$ cat config.mk
export PLATFORM = sky130hd
export DESIGN_NAME = mux_sel_sequencer_flat
export DESIGN_NICKNAME = d
export VERILOG_FILES = /design/src/rtl/mux_sel_sequencer_pkg.sv /design/src/rtl/mux_sel_sequencer_if.sv /design/src/rtl/mux_sel_sequencer_dwell_timer.sv /design/src/rtl/mux_sel_sequencer.sv /design/src/flat_wrapper.sv
export SDC_FILE = /design/constraint.sdc
export NUM_CORES = 1
export LEC_CHECK = 0
export ABC_AREA = 0
export CAP_MARGIN = 30
export CORE_ASPECT_RATIO = 1.1
export CORE_MARGIN = 5
export CORE_UTILIZATION = 32
export DETAILED_ROUTE_END_ITERATION = 16
export DONT_BUFFER_PORTS = 1
export GPL_ROUTABILITY_DRIVEN = 1
export SYNTH_ARGS = -nofsm -noshare
export SYNTH_HDL_FRONTEND = slang
export SYNTH_HIERARCHICAL = 1
export SYNTH_SLANG_ARGS = --single-unit
$ cat constraint.sdc
create_clock -name clk -period 2.9 [get_ports clk]
set_input_delay 0.58 -clock clk [delete_from_list [all_inputs] [get_ports clk]]
set_output_delay 0.58 -clock clk [all_outputs]
set_load 0.005 [all_outputs]
$ cat src/rtl/mux_sel_sequencer_pkg.sv
// mux_seq_pkg: shared types and constants for the mux select sequencer.
//   state_e   - sequencer FSM states
//   SEL_W_DEF - default select width
//   N_CH      - channel count implied by SEL_W_DEF
package mux_seq_pkg;

  typedef enum logic [1:0] {
    StIdle,
    StScan,
    StDone
  } state_e;

  localparam int unsigned SEL_W_DEF = 3;
  localparam int unsigned N_CH      = 2 ** SEL_W_DEF;

endpackage

$ cat src/rtl/mux_sel_sequencer_if.sv
// mux_sel_sequencer_if: handshake and mux-drive bundle of the sequencer.
//   master modport - the word source, which also observes the sequencer outputs
//   slave modport  - the sequencer itself
// Signals: start_valid/start_ready/data_in/lsb_first handshake, abort,
//          data_q/sel to the 8:1 mux, bit_valid/frame_first/frame_last framing,
//          busy and done status.
interface mux_sel_sequencer_if
  import mux_seq_pkg::*;
#(
  parameter int unsigned SEL_W = SEL_W_DEF
);

  logic             start_valid;
  logic             start_ready;
  logic [7:0]       data_in;
  logic             lsb_first;
  logic             abort;
  logic [7:0]       data_q;
  logic [SEL_W-1:0] sel;
  logic             bit_valid;
  logic             frame_first;
  logic             frame_last;
  logic             busy;
  logic             done;

  modport master (
    output start_valid,
    output data_in,
    output lsb_first,
    output abort,
    input  start_ready,
    input  data_q,
    input  sel,
    input  bit_valid,
    input  frame_first,
    input  frame_last,
    input  busy,
    input  done
  );

  modport slave (
    input  start_valid,
    input  data_in,
    input  lsb_first,
    input  abort,
    output start_ready,
    output data_q,
    output sel,
    output bit_valid,
    output frame_first,
    output frame_last,
    output busy,
    output done
  );

endinterface

$ cat src/rtl/mux_sel_sequencer_dwell_timer.sv
// dwell_timer: reloadable down-counter that marks the end of each dwell period.
//   clk, rst_n - clock and synchronous active-low reset
//   en         - count while high
//   clear      - synchronous reload to DWELL-1 (takes priority over en)
//   tick       - high on the terminal (zero) count while enabled
module dwell_timer #(
  parameter int unsigned DWELL = 4,
  parameter int unsigned CNT_W = 16
) (
  input  logic clk,
  input  logic rst_n,
  input  logic en,
  input  logic clear,
  output logic tick
);

  localparam logic [CNT_W-1:0] Reload = CNT_W'(DWELL - 1);

  logic [CNT_W-1:0] cnt_q;

  always_ff @(posedge clk) begin
    if (!rst_n) begin
      cnt_q <= '0;
    end else if (clear) begin
      cnt_q <= Reload;
    end else if (en) begin
      cnt_q <= (cnt_q == '0) ? Reload : cnt_q - CNT_W'(1);
    end
  end

  assign tick = en && (cnt_q == '0);

endmodule

$ cat src/rtl/mux_sel_sequencer.sv
// mux_sel_sequencer: drives an 8:1 bit mux, presenting each bit of a latched
// word for DWELL clocks so the mux output becomes a framed serial stream.
//   clk, rst_n - clock and synchronous active-low reset
//   bus        - slave side of mux_sel_sequencer_if (handshake, abort,
//                data_q/sel to the mux, framing and status)
// All bus outputs are registered except start_ready and busy, which decode
// the state directly.
module mux_sel_sequencer
  import mux_seq_pkg::*;
#(
  parameter int unsigned SEL_W = SEL_W_DEF,
  parameter int unsigned DWELL = 4,
  parameter int unsigned CNT_W = 16
) (
  input  logic                 clk,
  input  logic                 rst_n,
  mux_sel_sequencer_if.slave   bus
);

  localparam int unsigned     NCh    = 2 ** SEL_W;
  localparam logic [SEL_W:0]  LastCh = (SEL_W + 1)'(NCh - 1);
  localparam logic [SEL_W-1:0] SelMax = SEL_W'(NCh - 1);

  if (DWELL == 0) begin : g_bad_dwell
    $fatal(1, "mux_sel_sequencer: DWELL must be at least 1");
  end
  if (longint'(DWELL) > (longint'(1) << CNT_W)) begin : g_bad_cnt_w
    $fatal(1, "mux_sel_sequencer: DWELL does not fit in CNT_W bits");
  end

  state_e           state_q;
  logic [7:0]       data_q;
  logic             lsb_q;
  logic [SEL_W:0]   ch_q;
  logic [SEL_W-1:0] sel_q;
  logic             bit_valid_q;
  logic             frame_first_q;
  logic             frame_last_q;
  logic             done_q;

  logic accept;
  logic tick;
  logic [SEL_W:0] ch_next;

  assign accept  = (state_q == StIdle) && bus.start_valid;
  assign ch_next = ch_q + (SEL_W + 1)'(1);

  dwell_timer #(
    .DWELL(DWELL),
    .CNT_W(CNT_W)
  ) u_dwell_timer (
    .clk  (clk),
    .rst_n(rst_n),
    .en   (state_q == StScan),
    .clear(accept),
    .tick (tick)
  );

  always_ff @(posedge clk) begin
    if (!rst_n) begin
      state_q       <= StIdle;
      data_q        <= '0;
      lsb_q         <= 1'b0;
      ch_q          <= '0;
      sel_q         <= '0;
      bit_valid_q   <= 1'b0;
      frame_first_q <= 1'b0;
      frame_last_q  <= 1'b0;
      done_q        <= 1'b0;
    end else begin
      unique case (state_q)
        StIdle: begin
          done_q <= 1'b0;
          if (bus.start_valid) begin
            data_q        <= bus.data_in;
            lsb_q         <= bus.lsb_first;
            sel_q         <= bus.lsb_first ? '0 : SelMax;
            ch_q          <= '0;
            bit_valid_q   <= 1'b1;
            frame_first_q <= 1'b1;
            frame_last_q  <= (LastCh == '0);
            state_q       <= StScan;
          end
        end
        StScan: begin
          if (bus.abort) begin
            // sel and data_q deliberately hold so the mux keeps its last bit
            bit_valid_q   <= 1'b0;
            frame_first_q <= 1'b0;
            frame_last_q  <= 1'b0;
            state_q       <= StIdle;
          end else if (tick) begin
            ch_q          <= ch_next;
            frame_first_q <= 1'b0;
            if (ch_q == LastCh) begin
              // final channel: sel stays on it through DONE
              bit_valid_q  <= 1'b0;
              frame_last_q <= 1'b0;
              done_q       <= 1'b1;
              state_q      <= StDone;
            end else begin
              sel_q        <= lsb_q ? sel_q + SEL_W'(1) : sel_q - SEL_W'(1);
              frame_last_q <= (ch_next == LastCh);
            end
          end
        end
        StDone: begin
          done_q  <= 1'b0;
          state_q <= StIdle;
        end
        default: begin
          state_q <= StIdle;
        end
      endcase
    end
  end

  assign bus.start_ready = (state_q == StIdle);
  assign bus.busy        = (state_q != StIdle);
  assign bus.data_q      = data_q;
  assign bus.sel         = sel_q;
  assign bus.bit_valid   = bit_valid_q;
  assign bus.frame_first = frame_first_q;
  assign bus.frame_last  = frame_last_q;
  assign bus.done        = done_q;

endmodule
$ cat src/flat_wrapper.sv
// flat-port wrapper written by rule: the top's interface ports become plain ports
module mux_sel_sequencer_flat import mux_seq_pkg::*;
#(
  parameter int unsigned SEL_W = SEL_W_DEF,
  parameter int unsigned DWELL = 4,
  parameter int unsigned CNT_W = 16
)
  (clk, rst_n, bus_start_valid, bus_data_in, bus_lsb_first, bus_abort, bus_start_ready, bus_data_q, bus_sel, bus_bit_valid, bus_frame_first, bus_frame_last, bus_busy, bus_done);
  mux_sel_sequencer_if #(.SEL_W(SEL_W)) bus_i ();
  input  logic clk;
  input  logic rst_n;
  input wire logic [$bits(bus_i.start_valid)-1:0] bus_start_valid;
  input wire logic [$bits(bus_i.data_in)-1:0] bus_data_in;
  input wire logic [$bits(bus_i.lsb_first)-1:0] bus_lsb_first;
  input wire logic [$bits(bus_i.abort)-1:0] bus_abort;
  output wire logic [$bits(bus_i.start_ready)-1:0] bus_start_ready;
  output wire logic [$bits(bus_i.data_q)-1:0] bus_data_q;
  output wire logic [$bits(bus_i.sel)-1:0] bus_sel;
  output wire logic [$bits(bus_i.bit_valid)-1:0] bus_bit_valid;
  output wire logic [$bits(bus_i.frame_first)-1:0] bus_frame_first;
  output wire logic [$bits(bus_i.frame_last)-1:0] bus_frame_last;
  output wire logic [$bits(bus_i.busy)-1:0] bus_busy;
  output wire logic [$bits(bus_i.done)-1:0] bus_done;
  assign bus_i.start_valid = bus_start_valid;
  assign bus_i.data_in = bus_data_in;
  assign bus_i.lsb_first = bus_lsb_first;
  assign bus_i.abort = bus_abort;
  assign bus_start_ready = bus_i.start_ready;
  assign bus_data_q = bus_i.data_q;
  assign bus_sel = bus_i.sel;
  assign bus_bit_valid = bus_i.bit_valid;
  assign bus_frame_first = bus_i.frame_first;
  assign bus_frame_last = bus_i.frame_last;
  assign bus_busy = bus_i.busy;
  assign bus_done = bus_i.done;
  mux_sel_sequencer #(.SEL_W(SEL_W), .DWELL(DWELL), .CNT_W(CNT_W)) u_core (.clk(clk), .rst_n(rst_n), .bus(bus_i));
endmodule
## Word level (Yosys, flattened, before mapping)

Index checks and enable logic that the tools add are counted.

- $add $sub $neg: 4
- Eq/ne operators: 11
- Mux-type cells: 36
- Bitwise logic cells: 1
- Reductions and logical operators: 17

Operator list:

| cell | count |
|---|---|
| $mux W3 | 6 |
| $logic_not A16 Y1 | 1 |
| $mux W16 | 1 |
| $sub A16 B1 Y16 const B | 1 |
| $mux W1 | 13 |
| $mux W2 | 6 |
| $mux W4 | 3 |
| $reduce_and A4 Y1 | 3 |
| $eq A4 B3 Y1 const B | 2 |
| $pmux W1 S2 | 4 |
| $pmux W4 S2 | 1 |
| $reduce_bool A2 Y1 | 4 |
| $ne A2 B2 Y1 const B | 3 |
| $ne A3 B2 Y1 const B | 2 |
| $pmux W3 S2 | 1 |
| $reduce_and A3 Y1 | 2 |
| $reduce_and A5 Y1 | 1 |
| $add A4 B1 Y4 const B | 1 |
| $ne A2 B1 Y1 const B | 2 |
| $pmux W2 S2 | 1 |
| $reduce_or A2 Y1 | 2 |
| $add A3 B1 Y3 const B | 1 |
| $sub A3 B1 Y3 const B | 1 |
| $eq A2 B1 Y1 const B | 1 |
| 5 further kinds | 6 |

- Bits in registers: 38
- Bits of input ports: 13
- Output and inout port bits: 17

## Depth between registers and ports, before layout

- Word-level depth: 6
- Depth in mapped cells: 9
- Depth with buffers taken out: 9

## Hierarchy

Netlist, hierarchy kept.

Modules (own cells, without submodules):

| module | times used | cells an instance | area an instance (sq um) | sequential area each (sq um) |
|---|---|---|---|---|
| mux_sel_sequencer | 1 | 122 | 1063.5 | 440.4 |
| dwell_timer | 1 | 86 | 804.5 | 320.3 |

## Worst setup path before layout

No wires, ideal clock.

- Path kind: reg-to-reg
- Start point: register u_core.u_dwell_timer.cnt_q[10]
- End point: register u_core.sel_q[1] (netlist: u_core/bus.sel[1])
- Library setup time: 0.120 ns
- Arrival time: 2.336 ns
- Data required time: 2.780 ns
- Setup slack: 0.444 ns
- Cell stages (with the launch flop): 8
- Clock period less this slack: 2.456 ns
- Cell sequence: dfxtp_1 > or4_4 > or3_4 > nor3_1 > nand4bb_2 > o21a_2 > a211oi_2 > nor3b_2

- Longest elaborated chain between the ends: 4

Ends and longest elaborated chain:

| what | RTL line | RTL |
|---|---|---|
| from (decl) | mux_sel_sequencer_dwell_timer.sv:19 | `logic [CNT_W-1:0] cnt_q;` |
| from (signal assigned) | mux_sel_sequencer_dwell_timer.sv:25 | `cnt_q <= Reload;` |
| from (signal assigned) | mux_sel_sequencer_dwell_timer.sv:27 | `cnt_q <= (cnt_q == '0) ? Reload : cnt_q - CNT_W'(1);` |
| $logic_not A16 Y1 | mux_sel_sequencer_dwell_timer.sv:31 | `assign tick = en && (cnt_q == '0);` |
| $logic_and A1 B1 Y1 | mux_sel_sequencer_dwell_timer.sv:31 |  |
| named net u_core.tick | mux_sel_sequencer.sv:42 | `logic tick;` |
| $ne A2 B1 Y1 (no source line) | -- |  |
| $reduce_and A5 Y1 (no source line) | -- |  |
| to (signal assigned) | mux_sel_sequencer.sv:77 | `sel_q <= bus.lsb_first ? '0 : SelMax;` |
| to (signal assigned) | mux_sel_sequencer.sv:102 | `sel_q <= lsb_q ? sel_q + SEL_W'(1) : sel_q - SEL_W'(1);` |
| to (decl) | mux_sel_sequencer.sv:35 | `logic [SEL_W-1:0] sel_q;` |

The timed path passes the listed nets, and every way through them passes these cells.
A chain may end at the register's enable or synchronous reset.

## Final worst setup path

Same ends and word-level chain as after synthesis.

==> out/results.ini <==
[global_route]
grt_max_degree=27
grt_pass1_vias=1391
grt_pass1_wl_mm=6.58
overflow=0
antenna_found_initial=0
grt_use_total_pct=10.8

[detailed_routing]
vias=1420
drt_first_pass_iters=4
ant_nets=0
vias_per_cell=4.90
wl_mm=3.72
drt_iter0_drc=103
wire_per_inst_um=12.8
drc=0

[synth]
synth_enable_flop_cells=0
async_flop_share_pct=0
synth_area_um2=1870
synth_top_area_share_pct=40.7
synth_seq_cells=38
yosys_most_used_dff=dfxtp_1
synthCells=208
yosysSeqAreaShare_pct=40.7
synthTopCellsByArea=dfxtp_1, nand2_1, nor2_1
synth_nets=226
synth-warning-count=6
yosysTopAreaCell=dfxtp_1
synth.distinct_cells=54
syn_avg_cell_area_um2=8.98

[cts]
insertion_delay_ps=290
cts_resized=0
clk_pin_slew_ps=80
cts_htree_levels=2
cts_sinks=38
ctsRootBufferMaster=clkbuf_8
clockBufferDepth=2
cts_tree=built
post_cts_buffers=0
hold_buffers=0
cts_buffers=5

[layout]
area_delta_synth_final_pct=11.6
fin_util_pct=36.4
mostFrequentLayoutCell=dfxtp_1
fin_cells=290
mostFrequentLayoutCells=dfxtp_1, nor2_1, nand2_1
drive_above_1_share_pct=14.1
diodes=0
layout.nets=230
nFillCells=591

[critical_path]
critPathLaunch=u_core/u_dwell_timer/cnt_q[10]
arrival_ps=2700
crit_path_end_kind=register
r2r_end=u_core/bus.sel[1]
critPathMaxFanout=6
required_ps=3090
r2r_setup_slack_ps=390
crit_end=u_core/bus.sel[1]
r2r_cells=7
startpoint_type=register
timing.rr.start=u_core/u_dwell_timer/cnt_q[10]
path_class=register to register

[power_and_ir_drop]
seqPwrFrac_pct=44.6
internal_power_mw=0.986
ir_worst_vdd_mv=0.209
leakagePower_nw=0.759
design_power_total_mw=1.29
p_per_area_nw_per_um2=618
clockPowerShare_pct=42.8
power.switching_mw=0.302
combPwrFrac_pct=12.6
p_sw_share_pct=23.5

[sta]
tightest_slew_ps=638
rsz0062_at_grt=no
final.min_clock_period_ps=2510
finalSetupViolCount=0
final_max_slew_viol_count=0
slew_headroom_pct=57.4
finClkSkew_ps=8.31
hold_viol_final=0
fmax_ghz=0.399
fin_ws_ps=393
setup_tns_ps=0
fin_crit_sh_pct=86.4

[placement]
dp.cells=282
portBuffers=0
gp_congestion=0.742
dp_slack_ps=397
hpwl_mm=2.63

[worst_hold_path]
hold_class=input port to register

[floorplanning]
core-area_um2=5730
dieHeight_um=90.1
initial_utilization_pct=32.6
dieArea_um2=7470
die_x_um=82.9
num_rows=29
num_io_pins=30

[flow_run]
maxCapViolCount=0

[status]
status=finished clean

worst min path at each step:
| stage | startpoint | end | cells after the start | slack (ps) |
|---|---|---|---|---|
| 2_1_floorplan | u_core/u_dwell_timer/cnt_q[15] | u_core/u_dwell_timer/cnt_q[15] | 2 | 450 |
| 3_5_place_dp | u_core/bus.data_q[4] | u_core/bus.data_q[4] | 2 | 470 |
| 5_1_grt | bus_abort | u_core/state_q[1] | 1 | 340 |
| 4_1_cts | bus_abort | u_core/state_q[1] | 1 | 350 |
| 6_report | bus_abort | u_core/state_q[1] | 1 | 360 |
| 3_3_place_gp | u_core/bus.data_q[3] | u_core/bus.data_q[3] | 2 | 460 |
worst max-delay path: stages (launching register included):
cell       delay (ps)
dfxtp_1           350
or4_4             570
or3_4             400
nor3_1            360
nand4bb_2         160
o21a_2            270
a211oi_2          230
nor3b_2            60
logic make-up (layout without fill, tap and decap cells):
| kind of cell | count (synthesis) | after routing | share of synthesized area, % |
|---|---|---|---|
| XOR/XNOR | 12 | 12 | 5.63 |
| flip-flops | 38 | 38 | 40.7 |
| buffers and inverters | 17 | 22 | 4.62 |
| adder cells (fa/ha/maj) | 5 | 5 | 3.75 |
| AND/OR/NAND/NOR | 88 | 88 | 26.7 |
| AO/OA/AOI/OAI | 48 | 48 | 18.6 |
cell type report:
cell class	instances	area (µm²)	share of cell area, %
Clock buffer	6	82.6	3.96
Clock inverter	2	60.1	2.88
Inverter	11	41.3	1.98
Multi-Input combinational cell	153	1020	49.0
Sequential cell	38	761	36.5
Tap cell	77	96.3	4.62
Timing Repair Buffer	3	22.5	1.08
cells in the mapped netlist (all sizes together) (4+ instances only):
cell type	count
inv	11
a21boi	10
nor4	4
o21ai	9
nor2b	4
xnor2	7
nor3	5
dfxtp	38
nor2	23
a21oi	14
xor2	5
ha	4
nand2	24
or4	5
sequential cells by signal, indices dropped and copies added, names as in the netlist:
name	count
u_core/bus.bit_valid	1
u_core/bus.data_q	8
u_core/bus.done	1
u_core/bus.frame_first	1
u_core/bus.frame_last	1
u_core/bus.sel	3
u_core/ch_q	4
u_core/lsb_q	1
u_core/state_q	2
u_core/u_dwell_timer/cnt_q	16
metrics by stage:
step / hold slack, ps / instance area, µm²
after floorplan: 446 / 1870
after global placement: 462 / 1940
after detailed placement: 469 / 1940
after CTS: 349 / 2080
after global routing: 339 / 2080
final: 358 / 2080
power by group through the flow:
stage | combinational (mW) | sequential [mW] | clock, mW
floorplan | 0.142 | 0.581 | 0
global placement | 0.162 | 0.587 | 0
detailed placement | 0.163 | 0.587 | 0
CTS | 0.165 | 0.575 | 0.570
global route | 0.185 | 0.580 | 0.598
finish | 0.162 | 0.575 | 0.551
layer usage:
metal | vias up | GRT usage (%) | routed length [µm]
li1 | 731 | - | -
met4 | 0 | 5.31 | 72
met3 | 7 | 5.21 | 284
met2 | 32 | 17.2 | 1730
met1 | 650 | 12.0 | 1630
met5 | - | 0 | 0
(Power assumes the default switching activity.)
